<file path="config.mk">
export PLATFORM = sky130hd
export DESIGN_NAME = cpu_bus_scheduler_flat
export DESIGN_NICKNAME = d
export VERILOG_FILES = /design/src/rtl/cpu_bus_scheduler_if.sv /design/src/rtl/cpu_bus_scheduler.sv /design/src/flat_wrapper.sv
export SDC_FILE = /design/constraint.sdc
export NUM_CORES = 1
export LEC_CHECK = 0
export CELL_PAD_IN_SITES_DETAIL_PLACEMENT = 1
export CELL_PAD_IN_SITES_GLOBAL_PLACEMENT = 2
export CORE_MARGIN = 1.5
export CORE_UTILIZATION = 36
export DETAILED_ROUTE_END_ITERATION = 16
export PLACE_DENSITY_LB_ADDON = 0.1
export SYNTH_ARGS = -nofsm -noshare
export SYNTH_HDL_FRONTEND = slang
export SYNTH_SLANG_ARGS = --single-unit
</file>
<file path="constraint.sdc">
create_clock -name clock -period 3.6 [get_ports clock]
set_clock_uncertainty 0.2 [all_clocks]
set_input_delay 0.9 -clock clock [delete_from_list [all_inputs] [get_ports clock]]
set_output_delay 0.9 -clock clock [all_outputs]
set_load 0.02 [all_outputs]
</file>
<file path="src/rtl/cpu_bus_scheduler_if.sv">
// CPU/video bus-scheduler signal bundle: clock enables, video grant, frame interrupt.
// master = scheduler side, slave = CPU/video side.
interface cpu_bus_scheduler_if;
    logic pe;
    logic ne;
    logic vreq;
    logic vgnt;
    logic frame;
    logic m1;
    logic iorq;
    logic irq;

    modport master (
        output pe,
        output ne,
        output vgnt,
        output irq,
        input  vreq,
        input  frame,
        input  m1,
        input  iorq
    );

    modport slave (
        input  pe,
        input  ne,
        input  vgnt,
        input  irq,
        output vreq,
        output frame,
        output m1,
        output iorq
    );
endinterface

</file>
<file path="src/rtl/cpu_bus_scheduler.sv">
// Z80 T-state scheduler: CEN strobes, whole-T-state video bus grant with bounded burst, frame INT_n.
// Grant decided at T-state boundary, effective next T-state; video stalls freeze the CPU, never split a T-state.
module cpu_bus_scheduler #(
    parameter int unsigned DIV     = 4,
    parameter int unsigned VMAX    = 4,
    parameter int unsigned IRQ_LEN = 32
) (
    input  logic                clock,
    input  logic                reset,
    cpu_bus_scheduler_if.master bus
);
    localparam int unsigned       PW         = $clog2(DIV);
    localparam logic [PW-1:0]     P_LAST     = PW'(DIV - 1);
    localparam logic [PW-1:0]     P_HALF     = PW'(DIV / 2);
    localparam logic [7:0]        VMAX_B     = 8'(VMAX);
    localparam logic [7:0]        IRQ_LEN_B  = 8'(IRQ_LEN);

    logic [PW-1:0] p_q,    p_d;
    logic          vgnt_q, vgnt_d;
    logic [7:0]    vcnt_q, vcnt_d;
    logic          irq_q,  irq_d;
    logic [7:0]    tcnt_q, tcnt_d;
    logic          boundary;
    logic          pe;
    logic          ne;

    // State register
    always_ff @(posedge clock) begin
        if (reset) begin
            p_q    <= '0;
            vgnt_q <= 1'b0;
            vcnt_q <= '0;
            irq_q  <= 1'b1;
            tcnt_q <= '0;
        end else begin
            p_q    <= p_d;
            vgnt_q <= vgnt_d;
            vcnt_q <= vcnt_d;
            irq_q  <= irq_d;
            tcnt_q <= tcnt_d;
        end
    end

    // Next-state logic
    always_comb begin
        boundary = (p_q == P_LAST);
        p_d      = boundary ? '0 : p_q + PW'(1);

        vgnt_d = vgnt_q;
        vcnt_d = vcnt_q;
        if (boundary) begin
            // vcnt==VMAX falls into the else branch: the CPU gets exactly one T-state
            if (bus.vreq && (vcnt_q < VMAX_B)) begin
                vgnt_d = 1'b1;
                vcnt_d = vcnt_q + 8'd1;
            end else begin
                vgnt_d = 1'b0;
                vcnt_d = '0;
            end
        end

        irq_d  = irq_q;
        tcnt_d = tcnt_q;
        if (bus.frame) begin
            irq_d  = 1'b0;
            tcnt_d = '0;
        end else if (!irq_q && !bus.m1 && !bus.iorq) begin
            irq_d = 1'b1;
        end else if (!irq_q && (IRQ_LEN_B != 8'd0) && pe) begin
            // timeout counts executed T-states only, so stalls stretch INT_n in clocks
            tcnt_d = tcnt_q + 8'd1;
            if ((tcnt_q + 8'd1) == IRQ_LEN_B) begin
                irq_d = 1'b1;
            end
        end
    end

    // Output decode from registered phase/grant
    always_comb begin
        pe = 1'b0;
        ne = 1'b0;
        if (!reset && !vgnt_q) begin
            pe = (p_q == '0);
            ne = (p_q == P_HALF);
        end
    end

    assign bus.pe   = pe;
    assign bus.ne   = ne;
    assign bus.vgnt = vgnt_q;
    assign bus.irq  = irq_q;

endmodule

</file>
<file path="src/flat_wrapper.sv">
// flat-port wrapper written by rule: the top's interface ports become plain ports
module cpu_bus_scheduler_flat 
#(
    parameter int unsigned DIV     = 4,
    parameter int unsigned VMAX    = 4,
    parameter int unsigned IRQ_LEN = 32
)
  (clock, reset, bus_pe, bus_ne, bus_vgnt, bus_irq, bus_vreq, bus_frame, bus_m1, bus_iorq);
  cpu_bus_scheduler_if bus_i ();
  input  logic clock;
  input  logic reset;
  output wire logic [$bits(bus_i.pe)-1:0] bus_pe;
  output wire logic [$bits(bus_i.ne)-1:0] bus_ne;
  output wire logic [$bits(bus_i.vgnt)-1:0] bus_vgnt;
  output wire logic [$bits(bus_i.irq)-1:0] bus_irq;
  input wire logic [$bits(bus_i.vreq)-1:0] bus_vreq;
  input wire logic [$bits(bus_i.frame)-1:0] bus_frame;
  input wire logic [$bits(bus_i.m1)-1:0] bus_m1;
  input wire logic [$bits(bus_i.iorq)-1:0] bus_iorq;
  assign bus_pe = bus_i.pe;
  assign bus_ne = bus_i.ne;
  assign bus_vgnt = bus_i.vgnt;
  assign bus_irq = bus_i.irq;
  assign bus_i.vreq = bus_vreq;
  assign bus_i.frame = bus_frame;
  assign bus_i.m1 = bus_m1;
  assign bus_i.iorq = bus_iorq;
  cpu_bus_scheduler #(.DIV(DIV), .VMAX(VMAX), .IRQ_LEN(IRQ_LEN)) u_core (.clock(clock), .reset(reset), .bus(bus_i));
endmodule
</file>
==> flow_results.xml <==
<?xml version="1.0" encoding="UTF-8"?>
<metrics>
  <group name="logic_synthesis">
    <metric name="mappedNetlistNets" unit="">109</metric>
    <metric name="synth.lib_cells_used.distinct" unit="">29</metric>
    <metric name="synthesis.instances" unit="">98</metric>
    <metric name="ys_dominant_reg_cell" unit="">sky130_fd_sc_hd__dfxtp_1</metric>
    <metric name="syn_avg_cell_area" unit="sq um">9.42</metric>
    <metric name="synth-seq-area-share" unit="%">43.4</metric>
    <metric name="post_synthesis_register_bit_count" unit="">20</metric>
    <metric name="synth-warning-count" unit="">0</metric>
    <metric name="postSynth.asyncResetShare" unit="%">0</metric>
    <metric name="synth-edff-count" unit="">0</metric>
    <metric name="syn_area" unit="sq um">923</metric>
  </group>
  <group name="finish">
    <metric name="drive_gt1_share" unit="%">8.18</metric>
    <metric name="final_common_cell" unit="">sky130_fd_sc_hd__dfxtp_1</metric>
    <metric name="stdcell_count" unit="">140</metric>
    <metric name="area_delta_synth_final" unit="%">17.9</metric>
    <metric name="n_antenna_cell" unit="">0</metric>
    <metric name="most-common-layout-cells" unit="">sky130_fd_sc_hd__dfxtp_1 (20), sky130_fd_sc_hd__clkdlybuf4s50_1 (9), sky130_fd_sc_hd__inv_1 (7)</metric>
    <metric name="final_nets" unit="">122</metric>
  </group>
  <group name="floorplan">
    <metric name="dieWidth" unit="um">53.6</metric>
    <metric name="core_area" unit="sq um">2450</metric>
    <metric name="site_rows" unit="">18</metric>
    <metric name="num_io_pins" unit="">10</metric>
    <metric name="die_ar" unit="sq um">2880</metric>
    <metric name="chipHeight" unit="um">53.6</metric>
    <metric name="start_util" unit="%">37.6</metric>
  </group>
  <group name="pwr">
    <metric name="p_int" unit="uW">364</metric>
    <metric name="vdd_ir_drop_max" unit="mV">0.284</metric>
    <metric name="power.leakage" unit="nW">0.396</metric>
    <metric name="p_clk_share" unit="%">39.4</metric>
    <metric name="power.switching_fraction" unit="%">22.5</metric>
    <metric name="p_sw" unit="uW">105</metric>
    <metric name="pwr-share-comb" unit="%">11.6</metric>
    <metric name="power.density" unit="nW/um^2">431</metric>
    <metric name="fraction_of_power_consumed_by_sequential_logic" unit="%">49.0</metric>
  </group>
  <group name="detailed_routing">
    <metric name="route.vias.total" unit="">760</metric>
    <metric name="detail_route.first_pass.iterations" unit="">4</metric>
    <metric name="post-route-drc-count" unit="">0</metric>
    <metric name="drt.antenna.violating_nets" unit="">0</metric>
    <metric name="drt-initial-drc-count" unit="">7</metric>
    <metric name="totalWireLength" unit="mm">1.99</metric>
    <metric name="detail_route.vias_per_cell" unit="">5.43</metric>
    <metric name="avgRoutedWirePerCell" unit="um">14.2</metric>
  </group>
  <group name="placement">
    <metric name="post-dp-hpwl" unit="mm">1.45</metric>
    <metric name="final_estimated_routing_congestion_in_global_placement" unit="">0.700</metric>
    <metric name="port-buffer-count" unit="">9</metric>
    <metric name="place_inst" unit="">136</metric>
  </group>
  <group name="critical_path">
    <metric name="start_kind" unit="">input pin</metric>
    <metric name="critPathArrivalTime" unit="ns">2.41</metric>
    <metric name="r2r_setup_slack" unit="ns">1.58</metric>
    <metric name="endpoint_kind" unit="">primary output</metric>
    <metric name="worst_endpoint_required_time" unit="ns">2.50</metric>
    <metric name="timing.critical_path.fanout_max" unit="">3</metric>
    <metric name="setup.worst_path.class" unit="">input pin to primary output</metric>
  </group>
  <group name="clock_network">
    <metric name="clock_tree.root_cell" unit="">sky130_fd_sc_hd__clkbuf_4</metric>
    <metric name="clk_sink_count" unit="">20</metric>
    <metric name="cts_max_level" unit="">1</metric>
    <metric name="tritoncts" unit="">built</metric>
    <metric name="cts_post_setup_buffers_inserted" unit="">0</metric>
    <metric name="cts_inserted_buffers" unit="">3</metric>
    <metric name="worstSkewPairLatency" unit="ns">0.31</metric>
    <metric name="clk_transition_reported_paths" unit="ns">0.11</metric>
    <metric name="max-clock-path-buffers" unit="">2</metric>
    <metric name="hold_buffers" unit="">0</metric>
    <metric name="cts_resized" unit="">0</metric>
  </group>
  <group name="timing">
    <metric name="max_slew_margin" unit="%">47.9</metric>
    <metric name="finalSetupViolations" unit="">0</metric>
    <metric name="final_min_period_over_clock_period" unit="%">97.5</metric>
    <metric name="rsz0062_at_grt" unit="">no</metric>
    <metric name="worstMarginPinSlew" unit="ns">0.780</metric>
    <metric name="timing.hold.ws" unit="ns">0.260</metric>
    <metric name="finalWorstPathRequiredPeriod" unit="ns">3.51</metric>
    <metric name="final-max-slew-violation-count" unit="">0</metric>
    <metric name="fin_setup_tns" unit="ns">0</metric>
    <metric name="achievable-frequency" unit="GHz">0.285</metric>
    <metric name="timing.final.hold_violations" unit="">0</metric>
  </group>
  <group name="grt">
    <metric name="grt_first_pass_wirelength" unit="mm">3.24</metric>
    <metric name="first_global_vias" unit="">716</metric>
    <metric name="grt_use_total" unit="%">16.2</metric>
    <metric name="grt_max_degree" unit="">13</metric>
    <metric name="grt_antenna_before_repair" unit="">0</metric>
    <metric name="grt.overflow.total" unit="">0</metric>
  </group>
  <group name="hold_path">
    <metric name="min-delay-path-class" unit="">register to register</metric>
  </group>
  <group name="job">
    <metric name="max_cap_viol_count" unit="">0</metric>
  </group>
  <group name="run_status">
    <metric name="run_status" unit="">finished clean</metric>
  </group>
</metrics>
## cells by family after synthesis
group                      count (synthesis)  synth area share, %
and+or+nand+nor                           42                 27.1
DFF                                       20                 43.4
muxes                                      4                 4.34
AOI/OAI and AO/OA                         17                 12.3
adders and majority gates                  5                 6.78
buffers and inverters                     10                 6.10
## cell type report
| type | count | area [sq um] |
|---|---|---|
| sequential | 20 | 400 |
| clock inverter | 1 | 30.0 |
| multi-input combinational | 68 | 467 |
| tap | 30 | 37.5 |
| timing repair buffer | 11 | 105 |
| inverter | 7 | 26.3 |
| clock buffer | 3 | 22.5 |
| fill | 282 | 1370 |
## synth_stat cells (all sizes together), types with 2 or more instances
cell type	n	area (sq um)
a21oi	6	30.0
and2	6	37.5
ha	5	62.6
or4	3	22.5
nand4	3	18.8
nor3b	2	15.0
o31ai	3	22.5
mux2i	4	40.0
nand3	3	15.0
nor4	4	25.0
inv	7	26.3
buf	3	30.0
nor2	5	18.8
or3	3	18.8
o21ai	2	10.0
nor4b	2	17.5
dfxtp	20	400
a32oi	2	17.5
nand2	6	22.5
## registers in the layout, summed over array words and instances (netlist names)
register,count
u_core.tcnt_q,8
u_core.bus.vgnt,1
u_core.vcnt_q,8
u_core.p_q,2
u_core.bus.irq,1
## power by group through the flow
stage	clock network [mW]	logic, mW	registers, mW
floorplan	0	0.0344	0.236
global placement	0	0.0545	0.235
detailed placement	0	0.0558	0.235
CTS	0.191	0.0561	0.230
global route	0.203	0.0618	0.231
finish	0.185	0.0547	0.230
## routing by layer
layer  vias up  part of all wire, %  global-route usage, %  wire length (um)
li1        381                    -                      -                 -
met1       367                   43                   17.5               845
met4         0                  1.3                   6.41                25
met3         4                  2.8                   5.83                56
met5         -                    0                      0                 0
met2         8                   53                   28.8              1060
## final timing paths
| path | start | depth (start not counted) | endpoint |
|---|---|---|---|
| min | u_core.p_q[0] | 1 | u_core.p_q[0] |
| min reg2reg | u_core.p_q[0] | 1 | u_core.p_q[0] |
| max | reset | 4 | bus_pe |
| max reg2reg | u_core.p_q[0] | 6 | u_core.tcnt_q[7] |
## worst max-delay path, cell delays in order
cell,delay (ns)
sky130_fd_sc_hd__clkdlybuf4s50_1,0.42
sky130_fd_sc_hd__or3b_4,0.38
sky130_fd_sc_hd__inv_1,0.10
sky130_fd_sc_hd__clkdlybuf4s50_1,0.61
## through the flow
stage	instance area [sq um]	power (mW)	setup WS [ns]	util, %
floorplan	923	0.270	0.923	-
global placement	1040	0.290	0.0840	42.2
detailed placement	1040	0.291	0.0763	42.2
CTS	1090	0.478	0.0780	44.3
global route	1090	0.495	0.0247	44.3
finish	1090	0.470	0.0890	44.3
(Power assumes the default switching activity.)
